$ cat config.mk
export PLATFORM = sky130hd
export DESIGN_NAME = sipo_frame_ctrl
export DESIGN_NICKNAME = d
export VERILOG_FILES = /design/src/rtl/sipo_frame_ctrl.sv
export SDC_FILE = /design/constraint.sdc
export NUM_CORES = 1
export LEC_CHECK = 0
export BUFFER_PORTS_ARGS = -buffer_cell sky130_fd_sc_hd__buf_2
export CAP_MARGIN = 20
export CORE_AREA = 2 2 73 75
export CTS_BUF_LIST = sky130_fd_sc_hd__clkbuf_2
export DETAILED_ROUTE_END_ITERATION = 8
export DIE_AREA = 0 0 75 77
export GPL_ROUTABILITY_DRIVEN = 1
export REMOVE_ABC_BUFFERS = 1
export SLEW_MARGIN = 25
export SYNTH_ARGS = -nofsm -noshare
export SYNTH_HDL_FRONTEND = slang
export SYNTH_SLANG_ARGS = --single-unit
$ cat constraint.sdc
create_clock -name i_clk -period 3.9 [get_ports i_clk]
set_input_delay 0.39 -clock i_clk [delete_from_list [all_inputs] [get_ports i_clk]]
set_output_delay 0.39 -clock i_clk [all_outputs]
set_load 0.05 [all_outputs]
$ cat src/rtl/sipo_frame_ctrl.sv
// Frame sequencer around the SIPO deserialiser: feeds symbols in,
// captures each parallel word on done and hands it downstream.
module sipo_frame_ctrl #(
  parameter int SIZE_DATA_IN  = 1,
  parameter int SIZE_DATA_OUT = 8,
  parameter int FRAME_LEN_W   = 8,
  parameter int DONE_TIMEOUT  = 4
) (
  input  logic                     i_clk,
  input  logic                     i_rst_n,
  input  logic                     i_frame_start,
  input  logic [FRAME_LEN_W-1:0]   i_frame_len,
  input  logic                     i_s_valid,
  input  logic [SIZE_DATA_IN-1:0]  i_s_data,
  output logic                     o_s_ready,
  output logic                     o_sipo_start,
  output logic [SIZE_DATA_IN-1:0]  o_sipo_data,
  input  logic [SIZE_DATA_OUT-1:0] i_sipo_data,
  input  logic                     i_sipo_done,
  output logic                     o_m_valid,
  output logic [SIZE_DATA_OUT-1:0] o_m_data,
  output logic                     o_m_last,
  input  logic                     i_m_ready,
  output logic                     o_busy,
  output logic                     o_frame_done,
  output logic                     o_err
);

  localparam int SYM = SIZE_DATA_OUT / SIZE_DATA_IN;
  localparam int SCW = $clog2(SYM + 1);
  localparam int TCW =
    (DONE_TIMEOUT > 1) ? $clog2(DONE_TIMEOUT) : 1;

  localparam logic [SCW-1:0] SYM_LAST = SCW'(SYM - 1);
  localparam logic [TCW-1:0] TO_LAST  = TCW'(DONE_TIMEOUT - 1);
  localparam logic [FRAME_LEN_W-1:0] ONE_W = 1;

  typedef enum logic [1:0] {
    IDLE,
    SHIFT,
    WAIT_DONE,
    OUT
  } state_t;

  state_t state_q, state_d;

  logic [FRAME_LEN_W-1:0] len_q;
  logic [FRAME_LEN_W-1:0] wcnt_q;
  logic [SCW-1:0]         scnt_q;
  logic [TCW-1:0]         tcnt_q;
  logic [SIZE_DATA_OUT-1:0] m_data_q;
  logic                   err_q;
  logic                   fdone_q;

  logic accept;
  logic last_acc;
  logic hs;
  logic is_last;
  logic start_ok;
  logic start_bad;
  logic to_hit;
  logic early_bad;
  logic capture;

  assign accept    = i_s_valid && (state_q == SHIFT);
  assign last_acc  = accept && (scnt_q == SYM_LAST);
  assign hs        = (state_q == OUT) && i_m_ready;
  assign is_last   = (wcnt_q == (len_q - ONE_W));
  assign start_ok  = (state_q == IDLE) && i_frame_start
                     && (i_frame_len != '0);
  assign start_bad = (state_q == IDLE) && i_frame_start
                     && (i_frame_len == '0);
  assign to_hit    = (state_q == WAIT_DONE) && !i_sipo_done
                     && (tcnt_q == TO_LAST);
  // done while still shifting is only legal on the final symbol
  assign early_bad = (state_q == SHIFT) && i_sipo_done
                     && !last_acc;
  assign capture   = ((state_q == SHIFT) && i_sipo_done && last_acc)
                     || ((state_q == WAIT_DONE) && i_sipo_done);

  always_ff @(posedge i_clk) begin
    if (!i_rst_n) begin
      state_q <= IDLE;
    end else begin
      state_q <= state_d;
    end
  end

  always_comb begin
    state_d = state_q;
    unique case (state_q)
      IDLE: begin
        if (start_ok) state_d = SHIFT;
      end
      SHIFT: begin
        if (i_sipo_done) begin
          state_d = last_acc ? OUT : IDLE;
        end else if (last_acc) begin
          state_d = WAIT_DONE;
        end
      end
      WAIT_DONE: begin
        if (i_sipo_done) begin
          state_d = OUT;
        end else if (tcnt_q == TO_LAST) begin
          state_d = IDLE;
        end
      end
      OUT: begin
        if (i_m_ready) state_d = is_last ? IDLE : SHIFT;
      end
      default: state_d = IDLE;
    endcase
  end

  always_comb begin
    o_s_ready    = (state_q == SHIFT);
    o_sipo_start = i_s_valid && (state_q == SHIFT);
    o_sipo_data  = i_s_data;
    o_m_valid    = (state_q == OUT);
    o_m_last     = (state_q == OUT) && is_last;
    o_busy       = (state_q != IDLE);
    o_m_data     = m_data_q;
    o_err        = err_q;
    o_frame_done = fdone_q;
  end

  always_ff @(posedge i_clk) begin
    if (!i_rst_n) begin
      len_q    <= '0;
      wcnt_q   <= '0;
      scnt_q   <= '0;
      tcnt_q   <= '0;
      m_data_q <= '0;
      err_q    <= 1'b0;
      fdone_q  <= 1'b0;
    end else begin
      err_q   <= start_bad || to_hit || early_bad;
      fdone_q <= hs && is_last;
      if (capture) m_data_q <= i_sipo_data;
      if (start_ok) begin
        len_q  <= i_frame_len;
        wcnt_q <= '0;
        scnt_q <= '0;
      end
      if (accept) scnt_q <= scnt_q + 1'b1;
      if (last_acc) begin
        tcnt_q <= '0;
      end else if (state_q == WAIT_DONE) begin
        tcnt_q <= tcnt_q + 1'b1;
      end
      if (hs && !is_last) begin
        wcnt_q <= wcnt_q + ONE_W;
        scnt_q <= '0;
      end
    end
  end

endmodule

==> metrics.txt <==
Final ANT Viol Nets 0; Cell Rows 26; GRT Total Usage 15.1%; highest metal used met4; complex-gate fraction of the synthesized area 17.7%; first-pass GRT wire length 6890 um; WP buf/inv 3; asr flop ratio synth 0%; CORE AREA 4980 um^2; Antenna Diode Count 0; fin area 2200 um^2; Leak Pwr 0.981 nW; post-detailed-route wirelength per cell 12.7 um; area delta synth->final 15.3%; worst clock skew 0.0198 ns; worst hold slack 0.226 ns; VDD IR max 240 uV; delay-heaviest family, CP simple AND/OR/NAND/NOR gates; Root Buffer Master clkbuf_2; Slew Viols, Final 0; combinational family with the most area after synthesis simple AND/OR/NAND/NOR gates; drt pass-1 iters 4; CTS tree yes; mean post-synth cell area 8.56 um^2; final setup violation count 0; Pwr Total 0.904 mW; drt drc 0; die area 5780 um^2; most frequent cells in the layout 36 x buf_2, 34 x dfxtp_1, 25 x nor2_1, 17 x nand2_1, 16 x mux2i_1; CP Max Fanout 22; Post-Synth Simple-Gate Area 25.6%; Main synth FF type dfxtp_1; sequential share of the synthesized area 35.6%; Vias 1707; worst hold path type in2reg; synthesized area 1910 um^2; vias in the first global route 1570; GPL Wtd Cong 0.850; Post-Synth Adder-Cell Area 2.62%; CTS Buf Count 5; WL met1 1830 um; Via density 5.25; overall routed net length 4130 um; Max-Cap Viols 0; total gr overflow 0; Hold Vio Cnt, Final 0; Max Freq 310 MHz; Netlist cell types 50; Critical Path RT 3.51 ns; Post-Place Cell Area 2110 um^2; Worst path max stage delay 0.48 ns; Critical Path Start Type register; setup bufs post-CTS 0; Crit Path Class reg2out; Chip Width 75 um; Max clock buf depth 2; fin crit share 82.8%; metal2 WL 2050 um; arrival time at the worst endpoint 2.84 ns; clk_lat worst skew 0.38 ns; share of layout cells above drive strength 1 19.6%; initial antenna violation count 0; # IOs 39; Fillers 538; post-CTS resize count 0; Worst setup EP type output port; reg2reg setup slack 1.37 ns; Tightest Pin Transition 0.823 ns; multiplexer share of the synthesized area 8.98%; H-tree depth 2; slowest stage cell on the critical path dfxtp_1; pin count of the biggest net entering global routing 26; setup TNS after final layout 0 ns; dpl ws 1.15 ns; fin crit period 3.23 ns; PortBufs 36; Synth Instances 223; Initial Util 38.4%; drt first-iter violations 92; Setup WS post-layout 0.669 ns; Rel. slew slack 45.1%; chip height 77 um; pwr dens 410 nW/um^2; HPWL after detailed placement 2960 um; Seq cells post-synth 34; commonest non-fill, non-tap cell in the layout buf_2; setup repair after global routing missed its margin no; worst-path cell chain inv_1 -> ha_1 -> nor2b_1 -> or3_1 -> a31o_1 -> a211oi_2 -> buf_4 -> and2_1 -> buf_2; final-stage net count 281; clock slew at reported path FFs 0.18 ns; CTS sink cnt 34; status complete, no violations; hold buffers post-CTS 0; xor and xnor area share after synthesis 4.59%; met3 wire len 205 um; yosys warns 0; Post-synth EDFFs 0
[stage by stage]
step                      util [%]  cells
after floorplan                  -    210
after global placement        42.5    317
after detailed placement      42.5    317
after CTS                     44.2    325
after global routing          44.2    325
final                         44.2    325
[cell usage after synthesis (2+ instances only)]
cell        n  area, um^2
and2_1      2        12.5
nor3_1      4        20.0
inv_1       6        22.5
buf_2       2        10.0
o211ai_1    5        37.5
xnor2_1     5        43.8
o21bai_1    2        15.0
xor2_1      5        43.8
nand2b_1    9        56.3
nor2_1     25        93.8
a311oi_1    3        26.3
and3_1      5        31.3
dfxtp_1    34         681
nand3b_1    2        15.0
a21oi_1    10        50.1
a211o_1     2        17.5
or4_1       3        22.5
o2111ai_1   2        17.5
nor2b_1     4        25.0
nand4b_1    4        35.0
ha_1        4        50.1
o21ai_0     8        40.0
nand2_1    17        63.8
buf_6       2        22.5
nand3_1     5        25.0
nor4_1      3        18.8
clkbuf_1    7        26.3
a31oi_1     6        37.5
mux2i_1    16         160
[power by group]
part           switching [mW]  internal, mW  total, mW
clock network           0.125         0.171      0.296
registers              0.0276         0.368      0.396
logic                   0.131        0.0806      0.212
total                   0.284         0.620      0.904
[cells by family (layout without fill, tap and decap cells)]
| logic type | after synthesis | in the layout |
|---|---|---|
| adders and majority gates | 4 | 4 |
| muxes | 17 | 17 |
| and+or+nand+nor | 90 | 90 |
| AOI/OAI and AO/OA | 49 | 49 |
| xor gates and xnor gates | 10 | 10 |
| buffers and inverters | 19 | 51 |
| DFF | 34 | 34 |
[final cells by class]
cell class,count,area (um^2),share of cell area (%)
clock buffer,5,25.0,1.14
inverter,6,22.5,1.02
tap,70,87.6,3.98
clock inverter,3,63.8,2.90
multi-input combinational,170,1130,51.5
sequential,34,681,30.9
timing repair buffer,37,188,8.52
[final timing paths]
path | start | endpoint | cells after the start
setup / recovery | len_q[0]$_SDFFE_PN0P_ | o_m_last | 9
hold / removal | i_sipo_data[2] | o_m_data[2]$_SDFFE_PN0P_ | 3
setup reg to reg | len_q[0]$_SDFFE_PN0P_ | scnt_q[3]$_SDFFE_PP0P_ | 9
hold reg to reg | scnt_q[1]$_SDFFE_PP0P_ | scnt_q[1]$_SDFFE_PP0P_ | 2
[per-layer routing]
metal  track usage [%]  up-vias
li1                  -      868
met1              17.3      801
met3              4.99        5
met2              26.2       33
met5                 0        -
met4              3.75        0
[state kept, by name (all words and copies together), names as in the netlist]
register / flops
len_q: 8
o_m_data: 8
wcnt_q: 8
scnt_q: 4
state_q: 2
tcnt_q: 2
o_err: 1
o_frame_done: 1
[worst register-to-register path, stage by stage, from the launching register on]
cell      delay (ns)
dfxtp_1         0.48
inv_1           0.07
ha_1            0.29
nor2b_1         0.17
or3_1           0.36
a31o_1          0.23
a211oi_2        0.20
buf_4           0.26
o21ai_1         0.18
a311oi_1        0.22
(Power assumes the default switching activity.)
